[src/rtl/fp_compare_pipe.sv]
// Two-stage floating-point compare / min-max / classify unit with valid-ready handshake.
// Optional NaN-boxing of single operands (FLEN=64 only) is enabled by defining FP_COMPARE_NANBOX_EN.
`timescale 1ns/1ps
module fp_compare_pipe #(
  parameter int FLEN  = 32,
  parameter int TAG_W = 5
) (
  input  logic             clk,
  input  logic             reset_n,
  input  logic             flush,
  input  logic             in_valid,
  output logic             in_ready,
  input  logic [FLEN-1:0]  operand_a,
  input  logic [FLEN-1:0]  operand_b,
  input  logic             fmt,
  input  logic [2:0]       operation,
  input  logic [TAG_W-1:0] in_tag,
  output logic             out_valid,
  input  logic             out_ready,
  output logic [FLEN-1:0]  result,
  output logic             flag_nv,
  output logic [TAG_W-1:0] out_tag
);

  localparam logic [2:0]  OP_FEQ    = 3'b000;
  localparam logic [2:0]  OP_FLT    = 3'b001;
  localparam logic [2:0]  OP_FLE    = 3'b010;
  localparam logic [2:0]  OP_FMIN   = 3'b011;
  localparam logic [2:0]  OP_FMAX   = 3'b100;
  localparam logic [2:0]  OP_FCLASS = 3'b101;
  localparam logic [63:0] QNAN_S    = 64'h0000_0000_7FC0_0000;
  localparam logic [63:0] QNAN_D    = 64'h7FF8_0000_0000_0000;
  localparam logic        IS64      = (FLEN == 64);
`ifdef FP_COMPARE_NANBOX_EN
  localparam logic        BOX_EN    = IS64;
`else
  localparam logic        BOX_EN    = 1'b0;
`endif

  // One-hot class mask: bit0 -inf .. bit7 +inf, bit8 sNaN, bit9 qNaN.
  function automatic logic [9:0] classify(input logic [63:0] v, input logic dbl);
    logic sign, exp_ones, exp_zero, man_zero, quiet;
    logic [9:0] mask;
    if (dbl) begin
      sign = v[63]; exp_ones = &v[62:52]; exp_zero = ~|v[62:52];
      man_zero = ~|v[51:0]; quiet = v[51];
    end else begin
      sign = v[31]; exp_ones = &v[30:23]; exp_zero = ~|v[30:23];
      man_zero = ~|v[22:0]; quiet = v[22];
    end
    if (exp_ones && man_zero)      mask = sign ? 10'b00_0000_0001 : 10'b00_1000_0000;
    else if (exp_ones)             mask = quiet ? 10'b10_0000_0000 : 10'b01_0000_0000;
    else if (exp_zero && man_zero) mask = sign ? 10'b00_0000_1000 : 10'b00_0001_0000;
    else if (exp_zero)             mask = sign ? 10'b00_0000_0100 : 10'b00_0010_0000;
    else                           mask = sign ? 10'b00_0000_0010 : 10'b00_0100_0000;
    return mask;
  endfunction

  // A single operand that is not properly boxed reads as the canonical qNaN.
  function automatic logic [63:0] unbox(input logic [63:0] v, input logic dbl);
    logic [63:0] r;
    if (dbl)                                        r = v;
    else if (BOX_EN && (v[63:32] != 32'hFFFF_FFFF)) r = QNAN_S;
    else                                            r = {32'h0000_0000, v[31:0]};
    return r;
  endfunction

  function automatic logic [63:0] box(input logic [31:0] low);
    logic [63:0] r;
    if (BOX_EN) r = {32'hFFFF_FFFF, low};
    else        r = {32'h0000_0000, low};
    return r;
  endfunction

  logic        advance_s;
  logic        dbl_s;
  logic [63:0] a_dec_s, b_dec_s;

  logic             s1_valid_r;
  logic [2:0]       s1_op_r;
  logic [TAG_W-1:0] s1_tag_r;
  logic             s1_dbl_r;
  logic [63:0]      s1_a_r, s1_b_r;
  logic [9:0]       s1_cls_a_r, s1_cls_b_r;

  logic        sign_a_s, sign_b_s, nan_a_s, nan_b_s, snan_s, zero_both_s;
  logic        eq_s, lt_s, pick_a_s;
  logic [62:0] mag_a_s, mag_b_s;
  logic [63:0] mm_s, res_s;
  logic        nv_s;

  assign advance_s = !out_valid | out_ready;
  assign in_ready  = advance_s;

  // Front end: format select and NaN-box check ahead of the S1 register.
  always_comb begin
    dbl_s   = IS64 ? fmt : 1'b0;
    a_dec_s = unbox(64'(operand_a), dbl_s);
    b_dec_s = unbox(64'(operand_b), dbl_s);
  end

  // S1: decoded operands with their class masks.
  always_ff @(posedge clk or negedge reset_n) begin
    if (!reset_n) begin
      s1_valid_r <= 1'b0;
      s1_op_r    <= 3'b000;
      s1_tag_r   <= '0;
      s1_dbl_r   <= 1'b0;
      s1_a_r     <= 64'h0;
      s1_b_r     <= 64'h0;
      s1_cls_a_r <= 10'h000;
      s1_cls_b_r <= 10'h000;
    end else if (flush) begin
      s1_valid_r <= 1'b0;
    end else if (advance_s) begin
      s1_valid_r <= in_valid;
      if (in_valid) begin
        s1_op_r    <= operation;
        s1_tag_r   <= in_tag;
        s1_dbl_r   <= dbl_s;
        s1_a_r     <= a_dec_s;
        s1_b_r     <= b_dec_s;
        s1_cls_a_r <= classify(a_dec_s, dbl_s);
        s1_cls_b_r <= classify(b_dec_s, dbl_s);
      end
    end
  end

  // Sign-magnitude ordering and result selection from S1 contents.
  always_comb begin
    sign_a_s    = s1_dbl_r ? s1_a_r[63] : s1_a_r[31];
    sign_b_s    = s1_dbl_r ? s1_b_r[63] : s1_b_r[31];
    mag_a_s     = s1_dbl_r ? s1_a_r[62:0] : {32'h0000_0000, s1_a_r[30:0]};
    mag_b_s     = s1_dbl_r ? s1_b_r[62:0] : {32'h0000_0000, s1_b_r[30:0]};
    nan_a_s     = |s1_cls_a_r[9:8];
    nan_b_s     = |s1_cls_b_r[9:8];
    snan_s      = s1_cls_a_r[8] | s1_cls_b_r[8];
    zero_both_s = (|s1_cls_a_r[4:3]) & (|s1_cls_b_r[4:3]);
    eq_s        = zero_both_s | ((mag_a_s == mag_b_s) && (sign_a_s == sign_b_s));
    if (zero_both_s)               lt_s = 1'b0;
    else if (sign_a_s != sign_b_s) lt_s = sign_a_s;
    else if (sign_a_s)             lt_s = mag_a_s > mag_b_s;
    else                           lt_s = mag_a_s < mag_b_s;

    // On equal values the sign breaks the tie so that -0 < +0 for min/max only.
    if (s1_op_r == OP_FMIN) pick_a_s = lt_s | (eq_s & sign_a_s);
    else                    pick_a_s = (!lt_s & !eq_s) | (eq_s & !sign_a_s);

    if (nan_a_s && nan_b_s) mm_s = s1_dbl_r ? QNAN_D : QNAN_S;
    else if (nan_a_s)       mm_s = s1_b_r;
    else if (nan_b_s)       mm_s = s1_a_r;
    else                    mm_s = pick_a_s ? s1_a_r : s1_b_r;
    if (!s1_dbl_r) mm_s = box(mm_s[31:0]);
    else           mm_s = mm_s;

    res_s = 64'h0;
    nv_s  = 1'b0;
    case (s1_op_r)
      OP_FEQ: begin
        res_s = {63'h0, !nan_a_s && !nan_b_s && eq_s};
        nv_s  = snan_s;
      end
      OP_FLT: begin
        res_s = {63'h0, !nan_a_s && !nan_b_s && lt_s};
        nv_s  = nan_a_s | nan_b_s;
      end
      OP_FLE: begin
        res_s = {63'h0, !nan_a_s && !nan_b_s && (lt_s || eq_s)};
        nv_s  = nan_a_s | nan_b_s;
      end
      OP_FMIN, OP_FMAX: begin
        res_s = mm_s;
        nv_s  = snan_s;
      end
      OP_FCLASS: begin
        res_s = {54'h0, s1_cls_a_r};
        nv_s  = 1'b0;
      end
      default: begin
        res_s = 64'h0;
        nv_s  = 1'b0;
      end
    endcase
  end

  // S2: registered outputs, held while the consumer stalls.
  always_ff @(posedge clk or negedge reset_n) begin
    if (!reset_n) begin
      out_valid <= 1'b0;
      result    <= '0;
      flag_nv   <= 1'b0;
      out_tag   <= '0;
    end else if (flush) begin
      out_valid <= 1'b0;
    end else if (advance_s) begin
      out_valid <= s1_valid_r;
      if (s1_valid_r) begin
        result  <= FLEN'(res_s);
        flag_nv <= nv_s;
        out_tag <= s1_tag_r;
      end
    end
  end

endmodule

[config.mk]
export PLATFORM = sky130hd
export DESIGN_NAME = fp_compare_pipe
export DESIGN_NICKNAME = d
export VERILOG_FILES = /design/src/rtl/fp_compare_pipe.sv
export SDC_FILE = /design/constraint.sdc
export NUM_CORES = 1
export LEC_CHECK = 0
export BUFFER_PORTS_ARGS = -buffer_cell sky130_fd_sc_hd__clkbuf_2
export CORE_MARGIN = 5
export CORE_UTILIZATION = 55
export CTS_BUF_LIST = sky130_fd_sc_hd__clkbuf_16
export DETAILED_ROUTE_END_ITERATION = 8
export HOLD_SLACK_MARGIN = 0.02
export PLACE_DENSITY_LB_ADDON = 0.2
export SETUP_SLACK_MARGIN = 0.3
export SYNTH_ARGS = -nofsm -noshare
export SYNTH_HDL_FRONTEND = slang
export SYNTH_SLANG_ARGS = --single-unit
[constraint.sdc]
create_clock -name clk -period 3.7 [get_ports clk]
set_input_delay 0.37 -clock clk [delete_from_list [all_inputs] [get_ports clk]]
set_output_delay 0.37 -clock clk [all_outputs]
set_load 0.01 [all_outputs]
# After elaboration in Yosys (flattened, before gate mapping)
# Index checks and enable logic that the tools add are counted.
# op_classes
n_lt_le_gt_ge	2
n_eq_ne	8
mux	62
bitwise	11
reduce_logical	38
# ops
op	n
one-hot mux 32 bit (5 select lines)	1
two-way mux 32 bit	4
two-way mux 10 bit	6
OR reduction 23 bit	2
two-way mux 7 bit	6
two-way mux 1 bit	38
equality test 31 bit	1
> comparator 31 bit	1
< comparator 31 bit	1
two-way mux 8 bit	2
AND reduction 8 bit	2
OR reduction 8 bit	2
two-way mux 6 bit	2
OR reduction 2 bit	6
logical AND 1 bit	10
logical NOT 1 bit	10
two-way mux 5 bit	2
equality test 3 x 2 -> 1 bit (second input constant)	2
equality test 3 bit (second input constant)	2
OR 1 bit	6
AND reduction 3 bit	2
bitwise AND 1 bit	4
equality test 3 x 1 -> 1 bit (second input constant)	1
logical NOT 3 bit	1
other kinds (7)	7
# word_totals
reg_bits	132
inputBits	78
out_inout_bits	40

# Depth between registers and ports, before layout
# Gate-level depths: netlist of run 1.
# depth
word_depth	13
ltp_mapped	10
mapped_depth_nobuf	9

# Worst setup path after synthesis of run 1
# Ideal clock, no wire load.
# synth_path
kind	register to register
startpoint	register s1_a_r[4]
endpoint	register result[3]
t_arrival_ns	2.456
setup_slack_ns	1.105
stages_incl_launch_ff	10
path_cell_list	dfrtp_1 > ha_1 > a211oi_1 > nor2_1 > o31a_1 > o41ai_4 > a41oi_2 > buf_2 > o2111ai_1 > o311ai_1
# synth_between
elab_chain_cells	13
word_cells_on_any_way	21
cone_classes	2 x order compare; 1 x eq/ne; 9 x mux; 6 x bitwise; 3 x reduce/logical
# synth_rtl
element	line_no	text
start, declared	83	logic [63:0] s1_a_r, s1_b_r;
start signal, assigned	121	s1_a_r <= a_dec_s;
< comparator 31 bit or > comparator 31 bit (tied branches)	143, 142	
two-way mux 1 bit	142	else if (sign_a_s) lt_s = mag_a_s > mag_b_s;
two-way mux 1 bit	141	else if (sign_a_s != sign_b_s) lt_s = sign_a_s;
two-way mux 1 bit	140	if (zero_both_s) lt_s = 1'b0;
logical NOT 1 bit	147	else pick_a_s = (!lt_s & !eq_s) | (eq_s & !sign_a_s);
bitwise AND 1 bit	147	
OR 1 bit	147	
two-way mux 1 bit *	146	if (s1_op_r == OP_FMIN) pick_a_s = lt_s | (eq_s & sign_a_s);
two-way mux 32 bit *	152	else mm_s = pick_a_s ? s1_a_r : s1_b_r;
two-way mux 32 bit *	151	else if (nan_b_s) mm_s = s1_a_r;
two-way mux 32 bit *	150	else if (nan_a_s) mm_s = s1_b_r;
two-way mux 32 bit *	149	if (nan_a_s && nan_b_s) mm_s = s1_dbl_r ? QNAN_D : QNAN_S;
one-hot mux 32 bit (5 select lines) *	158	case (s1_op_r)
end signal, assigned	198	result <= FLEN'(res_s);
end, declared	20	output logic [FLEN-1:0] result,
# Every way passes the cells marked *; elsewhere a longest branch is shown, timed or not.
# A chain may end at the register's enable or synchronous reset.

# Worst setup path after layout of run 1
# layout_path
startpoint	register s1_b_r[30]
endpoint	register result[5]
# layout_between
elab_chain_cells	13
word_cells_on_any_way	21
cone_classes	2 x order compare; 1 x eq/ne; 9 x mux; 6 x bitwise; 3 x reduce/logical
# layout_rtl
element	line_no	text
start, declared	83	
start signal, assigned	122	s1_b_r <= b_dec_s;
< comparator 31 bit or > comparator 31 bit (tied branches)	143, 142	
two-way mux 1 bit	142	
two-way mux 1 bit	141	
two-way mux 1 bit	140	
logical NOT 1 bit	147	
bitwise AND 1 bit	147	
OR 1 bit	147	
two-way mux 1 bit *	146	
two-way mux 32 bit *	152	
two-way mux 32 bit *	151	
two-way mux 32 bit *	150	
two-way mux 32 bit *	149	
one-hot mux 32 bit (5 select lines) *	158	
# Marked as above.

==> flow_summary.toml, run 1 <==
[finish]
final_util_pct = 66.0
finalNetCount = 945
instances_no_fill = 995
n_antenna_cell = 0
fillers = 1000
final_cell_area_mm2 = 0.00786
syn_to_final_growth_pct = 18.8
final_cell_mix = "nand2_1, dfrtp_1, clkbuf_2"
layout-drive-gt1-share_pct = 20.3
layout_commonest_cell = "nand2_1"

[clock_network]
clockBufferDepth = 2
clkTransAtPathRegs_ns = 0.05
clk-insertion-delay-late_ns = 0.42
cts_buffers = 17
cts.sinks = 126
tritoncts = "yes"
cts_root_buffer = "clkbuf_16"
htreeDepth = 4

[yosys]
yosys.area.top_type = "dfrtp_1"
synth_xor_area_share_pct = 0.397
synthesis.area_mm2 = 0.00661
ys.flop_type = "dfrtp_1"
synth_top_area_share_pct = 47.7
synth_edf_count = 0
synth_fa_ha_area_share_pct = 5.87
synthesis.nets = 843
avgSynthCellArea_um2 = 9.01
ys_top_cells_by_area = "dfrtp_1, nand2_1, ha_1, o21ai_0, o2111ai_1"
netlist_instances = 734
ys_types = 56
yosysSeqAreaShare_pct = 47.7
postSynthRegisterBits = 126
ys_warn_count = 0
synth.area.mux_share_pct = 1.00
ys_async_sr_fraction_pct = 100
synth_simple_gate_area_share_pct = 18.7
synth_compound_area_share_pct = 21.5
synth_top_family_by_area = "compound AO/OA/AOI/OAI gates"

[critical_path]
r2r_slack_ns = 0.52
critPathRequiredTime_ns = 4.01
end_kind = "flop"
reg2reg_from = "s1_b_r[30]"
reg2regPathDepth = 9
r2r-end = "result[5]"
crit_type = "reg2reg"
worstPathArrival_ns = 3.49
path_max_fanout = 15
critPathLaunchType = "flop"

[timing]
hold_viol = 0
tightestPinTransition_ns = 1.01
period_share_pct = 86.1
timing.final.ws_setup_ns = 0.516
rsz0062_at_grt = "no"
skew_ns = 0.00626
tns_ns = 0
post-route-min-period_ns = 3.18
maxSlewViolCount = 0
finalSetupViolCount = 0
clock.fmax_ghz = 0.314
finalHoldWorstSlack_ns = 0.0684
slew-limit-headroom_pct = 32.5

[pwr]
total_power_mw = 4.28
peakVddDrop_mv = 0.406
power.leakage_nw = 3.85
powerDensity_mw_per_mm2 = 544

[global_routing]
grt_pass1_vias = 6274
met3_usage_pct = 6.46
grtUsageMet2_pct = 45.2
antenna_found_initial = 0
grt_util_met1_pct = 37.2
grt-ovfl-total = 0
grtUsageTotal_pct = 27.7
grt_pass1_wl_um = 31700
grt_max_degree = 83
busiest_layer = "met2"

[route]
post-route-drc-count = 0
vias = 6227
dr.pass1.iters = 7
via_per_inst = 6.26
ant_nets = 0
dr.first_iter.drc_count = 802
wl_per_cell_um = 19.7
wl_um = 19600

[die]
die_h_um = 120
fp-row-count = 40
die_w_um = 120
core_mm2 = 0.0119
initial_core_util_pct = 55.5
ios = 118
dieArea_mm2 = 0.0143

[flow_run]
maxCapViolations = 0

[hold_path]
hp-class = "in2async"

[status]
status = "complete, no violations"

[place]
port_buffers = 116
placed_area_mm2 = 0.00731
hpwl_um = 13500
place_congestion = 0.946
dp.cells = 964
dpl_worst_slack_ns = 0.376
==> cells by family (layout without fill, tap and decap cells) <==
logic type,Yosys count,in the layout
DFF,126,126
and+or+nand+nor,286,286
xor gates and xnor gates,3,3
muxes,6,6
buffers and inverters,82,196
AOI/OAI and AO/OA,200,200
adders and majority gates,31,31
==> what timing repair did <==
item | in CTS | in global routing
setup buffers | 0 | 0
endpoints found under the setup margin | 0 | 32
resized for setup | 0 | 2
hold buffers | 0 | 0
endpoints found under the hold margin | 0 | 0
==> state kept, by name (all words and copies together), names as in the netlist <==
name and cells:
s1_cls_b_r 4, s1_op_r 3, s1_valid_r 1, s1_cls_a_r 10, out_tag 5, out_valid 1, s1_b_r 32, flag_nv 1
result 32, s1_tag_r 5, s1_a_r 32
==> cell usage after synthesis, types with 4 or more instances <==
library cell and count:
o211ai_1 13, inv_1 36, a21o_1 12, a21oi_1 35
buf_1 6, clkbuf_1 36, dfrtp_1 126, nand2_1 200
nor2_1 25, a22oi_1 13, nor4_1 14, a311o_1 9
nand4_1 13, mux2_2 5, nand3_1 12, nor3_1 4
ha_1 31, a22o_1 5, o2111ai_1 23, o21ai_0 44
o311ai_1 10, a211oi_1 14
==> per-layer routing <==
layer,vias to the layer above,wire length (µm)
met5,-,0
met4,0,356
met3,31,1670
met2,316,9500
met1,3041,8030
li1,2839,-
==> worst max path at each step <==
stage                          start        end  slack, ns  depth (start not counted)
after floorplan            s1_a_r[4]  result[3]       1.10                          9
after global placement    s1_a_r[13]  result[4]       0.56                          8
after detailed placement  s1_a_r[13]  result[5]       0.38                          8
after CTS                 s1_a_r[13]  result[5]       0.38                          8
after global routing      s1_a_r[30]  result[1]       0.32                          8
final                     s1_b_r[30]  result[5]       0.52                          9
==> worst max-delay path, stage by stage, from the launching register on <==
cell and delay (ns):
dfrtp_1 0.34, inv_1 0.07, ha_1 0.33, nand4_2 0.19, nor4_4 0.51, a21oi_1 0.14
o2111a_1 0.52, a21oi_4 0.41, a21oi_2 0.23, o311ai_1 0.33
==> area by class of cell <==
class | instances | area (µm²) | share of cell area, %
multi-input combinational | 526 | 3170 | 40.3
sequential | 126 | 3150 | 40.1
timing repair buffer | 129 | 681 | 8.66
clock buffer | 17 | 425 | 5.41
tap | 147 | 184 | 2.34
inverter | 36 | 135 | 1.72
clock inverter | 14 | 110 | 1.40
==> report_power, final <==
part           internal [mW]  switching (mW)
logic                  0.380           0.625
registers               1.58           0.150
clock network          0.960           0.581
Note: power is estimated with default switching activity, not from simulation.
==> inputs of run 2 (changes only) <==
- CELL_PAD_IN_SITES_DETAIL_PLACEMENT: default -> 1
- CELL_PAD_IN_SITES_GLOBAL_PLACEMENT: default -> 1
- CORE_UTILIZATION: 55 -> 42
- clock period: 3.7 -> 3.56 ns (I/O delays scaled with it)
==> run 2 against run 1 <==
Effect of this change: non-clock buffer count rose by 10; via count barely moved; first-iteration DRC count fell by 50%; cell area rose by 2.6%; critical path type unchanged; routed wire length rose by 11%.
==> flow_summary.toml, run 2 (synthesized netlist as in run 1, its figures left out) <==
[status]
status = "complete, no violations"

[route]
dr.first_iter.drc_count = 405
via_per_inst = 5.81
wl_um = 21700
wl_per_cell_um = 20.3
post-route-drc-count = 0
dr.pass1.iters = 5
ant_nets = 0
vias = 6221

[global_routing]
antenna_found_initial = 0
grt_max_degree = 66
grt_pass1_wl_um = 35300
grt_pass1_vias = 6692
grtUsageTotal_pct = 24.5
grt-ovfl-total = 0

[die]
initial_core_util_pct = 43.2
fp-row-count = 45
core_mm2 = 0.0153
die_h_um = 135
ios = 118
die_w_um = 135
dieArea_mm2 = 0.0184

[critical_path]
critPathLaunch = "s1_b_r[30]"
worst-path-buf-inv = 1
cpPeakStageDelay_ns = 0.48
crit_path_top_delay_cell = "o21ai_2"
critPathRequiredTime_ns = 3.91
path_delay_family = "compound AO/OA/AOI/OAI gates"
path_max_fanout = 9
path_cells = "inv_1 -> ha_1 -> nand4_2 -> nor4_4 -> a21oi_1 -> o2111a_1 -> a21o_1 -> o21ai_2 -> a311o_1"
crit_type = "reg2reg"
worstPathArrival_ns = 3.45
reg2reg_from = "s1_b_r[30]"
critPathLaunchType = "flop"
end_kind = "flop"

[pwr]
powerDensity_mw_per_mm2 = 573
peakVddDrop_mv = 0.364
power.leakage_nw = 3.91

[finish]
final_cell_mix = "nand2_1, dfrtp_1, clkbuf_2"
n_antenna_cell = 0
layout_commonest_cell = "nand2_1"
final_util_pct = 52.6
reg_top3 = "result x32, s1_a_r x32, s1_b_r x32"
layout-drive-gt1-share_pct = 21.7
syn_to_final_growth_pct = 21.9
finalNetCount = 955

[timing]
tns_ns = 0
skew_ns = 0.0116
finalSetupViolCount = 0
tightestPinTransition_ns = 0.823
period_share_pct = 87.1
slew-limit-headroom_pct = 45.1
hold_viol = 0
post-route-min-period_ns = 3.10
rsz0062_at_grt = "yes"
clock.fmax_ghz = 0.323
maxSlewViolCount = 0

[place]
hpwl_um = 15400
port_buffers = 116
place_congestion = 0.889

[clock_network]
cts_root_buffer = "clkbuf_16"
cts_hold_buf = 0
clk-insertion-delay-late_ns = 0.43
cts_buffers = 17
tritoncts = "yes"
htreeDepth = 4
clkTransAtPathRegs_ns = 0.06
clockBufferDepth = 2
cts.sinks = 126

[hold_path]
hp-class = "in2async"

[flow_run]
maxCapViolations = 0
run 2: cell count changes in the layout (fill, tap and decap cells not counted):
cell        previous run  this run
buf_4                 14        23
clkinv_1               6         2
clkinv_4               0         2
a21oi_2                1         0
a21oi_4                1         2
buf_12                 0         1
bufinv_16              2         3
clkinv_2               4         5
clkinvlp_4             0         1
nor4_1                13        14
nor4_4                 2         1
run 2: per-layer routing:
layer	up-vias	GRT usage (%)	routed length [µm]	share of wire [%]
met1	3123	32.0	9710	45
met2	193	39.9	10400	48
met4	0	9.57	548	2.5
met5	-	0	0	0
li1	2861	-	-	-
met3	44	5.50	1100	5.1
run 2: cell type report:
cell class	count	area [µm²]
multi-input cells	526	3160
clock buffers	17	425
inverters	36	135
repair buffers	139	768
fillers	1821	7250
well taps	211	264
clock inverters	15	155
flip-flops and latches	126	3150
run 2: stage by stage:
step | hold slack (ns) | cells | instance area (µm²) | worst slack (ns) | power, mW
global placement | 0.454 | 1035 | 7450 | 0.537 | 2.84
finish | 0.0263 | 1070 | 8060 | 0.460 | 4.62
global route | 0.0903 | 1070 | 8060 | 0.284 | 4.85
floorplan | 0.0604 | 734 | 6610 | 0.965 | 2.43
CTS | 0.0537 | 1067 | 8030 | 0.355 | 4.63
detailed placement | 0.468 | 1035 | 7450 | 0.447 | 2.89
run 2: what timing repair did:
item                       in CTS  in global routing
buffers inserted                0                  3
setup endpoints to repair       0                 13
gates resized for setup         0                  1
run 2: worst paths after layout:
path | to | slack [ns] | depth (start not counted)
setup / recovery | result[28] | 0.46 | 9
hold / removal | s1_a_r[21] | 0.03 | 1
setup reg to reg | result[28] | 0.46 | 9
hold reg to reg | s1_tag_r[0] | 0.48 | 2
max in group asynchronous | s1_cls_a_r[7] | 2.71 | 2
min in group clk | s1_op_r[0] | 0.12 | 3
run 2: report_power, final:
group          internal, mW  switching, mW  total [mW]
clock network          1.08          0.642        1.72
logic                 0.416          0.677        1.09
registers              1.64          0.154        1.80
total                  3.14           1.47        4.62
==> inputs of run 3 (changes only) <==
- CORE_MARGIN: 5 -> 1
- CORE_UTILIZATION: 42 -> 35
==> run 3 against run 2 <==
Effect of this change: global-route usage down 0.92 points; clock power about the same; clock-buffer cell count unchanged; core utilization down 8.5 points; fmax up 4.8%; sequential cell count unchanged; cell area down 0.34%; sequential power about the same.
==> flow_summary.toml, run 3 (synthesized netlist as in run 1, its figures left out) <==
[critical_path]
cpPeakStageDelay_ns = 0.48
critPathLaunchType = "flop"
r2r_slack_ns = 0.60
crit_cells = 9
r2r-end = "result[27]"
reg2regPathDepth = 9
crit_type = "reg2reg"
crit_path_top_delay_cell = "nor4_4"
critPathLaunch = "s1_a_r[30]"
worstPathArrival_ns = 3.25
crit_path_end = "result[27]"
path_max_fanout = 9
reg2reg_from = "s1_a_r[30]"
cp_common_cell = "buf_4"
path_delay_family = "compound AO/OA/AOI/OAI gates"
critPathRequiredTime_ns = 3.85
worst-path-buf-inv = 2
end_kind = "flop"
path_cells = "ha_1 -> nand4_2 -> nor4_4 -> o41ai_4 -> buf_4 -> a41oi_2 -> buf_4 -> o21ai_2 -> a311o_1"

[timing]
tns_ns = 0
timing.final.ws_setup_ns = 0.603
clock.fmax_ghz = 0.338
tightestPinTransition_ns = 1.06
hold_viol = 0
rsz0062_at_grt = "no"
finalSetupViolCount = 0
post-route-min-period_ns = 2.96
slew-limit-headroom_pct = 29.1
skew_ns = 0.00950
period_share_pct = 83.1
maxSlewViolCount = 0

[clock_network]
cts_root_buffer = "clkbuf_16"
cts_buffers = 17
clk-insertion-delay-late_ns = 0.42
cts_hold_buf = 0
htreeDepth = 4
tritoncts = "yes"
cts_setup_buffers = 0
cts.sinks = 126
clockBufferDepth = 2
post_cts_resized = 0
clkTransAtPathRegs_ns = 0.06

[route]
dr.pass1.iters = 5
ant_nets = 0
wl_per_cell_um = 20.1
post-route-drc-count = 0
via_per_inst = 5.62
wl_um = 21800
vias = 6097
dr.first_iter.drc_count = 397

[finish]
fillers = 2164
layout-drive-gt1-share_pct = 21.4
multi_input_area_mm2 = 0.00315
final_util_pct = 44.1
reg_top3 = "result x32, s1_a_r x32, s1_b_r x32"
n_antenna_cell = 0
layout_commonest_cell = "nand2_1"
final_cell_mix = "nand2_1, dfrtp_1, clkbuf_2"
finalNetCount = 951
syn_to_final_growth_pct = 21.5
regArea_mm2 = 0.00315

[die]
fp-row-count = 49
die_h_um = 139
ios = 118
core_mm2 = 0.0182
die_w_um = 139
initial_core_util_pct = 36.3
dieArea_mm2 = 0.0194

[global_routing]
grt_pass1_vias = 6615
grt_pass1_wl_um = 35500
grtUsageTotal_pct = 23.6
antenna_found_initial = 0
grt_max_degree = 80
grt-ovfl-total = 0

[place]
dpl_worst_slack_ns = 0.657
hpwl_um = 15500
place_congestion = 0.851
port_buffers = 116

[pwr]
peakVddDrop_mv = 0.308
power.leakage_nw = 3.89
powerDensity_mw_per_mm2 = 574

[hold_path]
hp-class = "in2async"

[flow_run]
maxCapViolations = 0

[status]
status = "complete, no violations"
run 3: cell count changes in the layout (fill, tap and decap cells not counted), sizes merged:
cell | previous run | this run
clkinv | 9 | 8
buf | 24 | 20
clkinvlp | 1 | 2
run 3: final cells by class:
type | count | area share (%)
clock inverters | 15 | 1.93
multi-input cells | 526 | 39.2
flip-flops and latches | 126 | 39.2
repair buffers | 135 | 9.03
well taps | 229 | 3.57
clock buffers | 17 | 5.30
inverters | 36 | 1.68
run 3: worst min path at each step:
stage	cells past startpoint	from	to	slack, ns
after floorplan	0	reset_n	flag_nv	0.06
after global placement	2	s1_tag_r[1]	s1_tag_r[1]	0.45
after detailed placement	2	s1_tag_r[1]	s1_tag_r[1]	0.48
after CTS	2	flush	out_valid	0.11
after global routing	2	flush	out_valid	0.12
final	1	reset_n	result[16]	0.11
run 3: through the flow:
stage / cell area, µm² / std cells / power (mW) / hold WS (ns)
2_1_floorplan: 6610 / 734 / 2.43 / 0.0604
3_5_place_dp: 7450 / 1052 / 2.89 / 0.483
6_report: 8030 / 1084 / 4.61 / 0.111
3_3_place_gp: 7450 / 1052 / 2.84 / 0.453
4_1_cts: 8030 / 1084 / 4.65 / 0.110
5_1_grt: 8030 / 1084 / 4.85 / 0.124
run 3: metal layers:
| layer | global-route usage (%) | wire length [µm] |
|---|---|---|
| met4 | 6.02 | 256 |
| met3 | 4.82 | 1150 |
| met5 | 0 | 0 |
| met1 | 31.2 | 9850 |
| met2 | 39.4 | 10600 |
run 3: power by group:
part	switching, mW	internal, mW	leakage, nW	total [mW]
Clock	0.661	1.08	0.292	1.74
Sequential	0.162	1.64	1.62	1.81
Combinational	0.657	0.405	1.98	1.06
Total	1.48	3.13	3.89	4.61
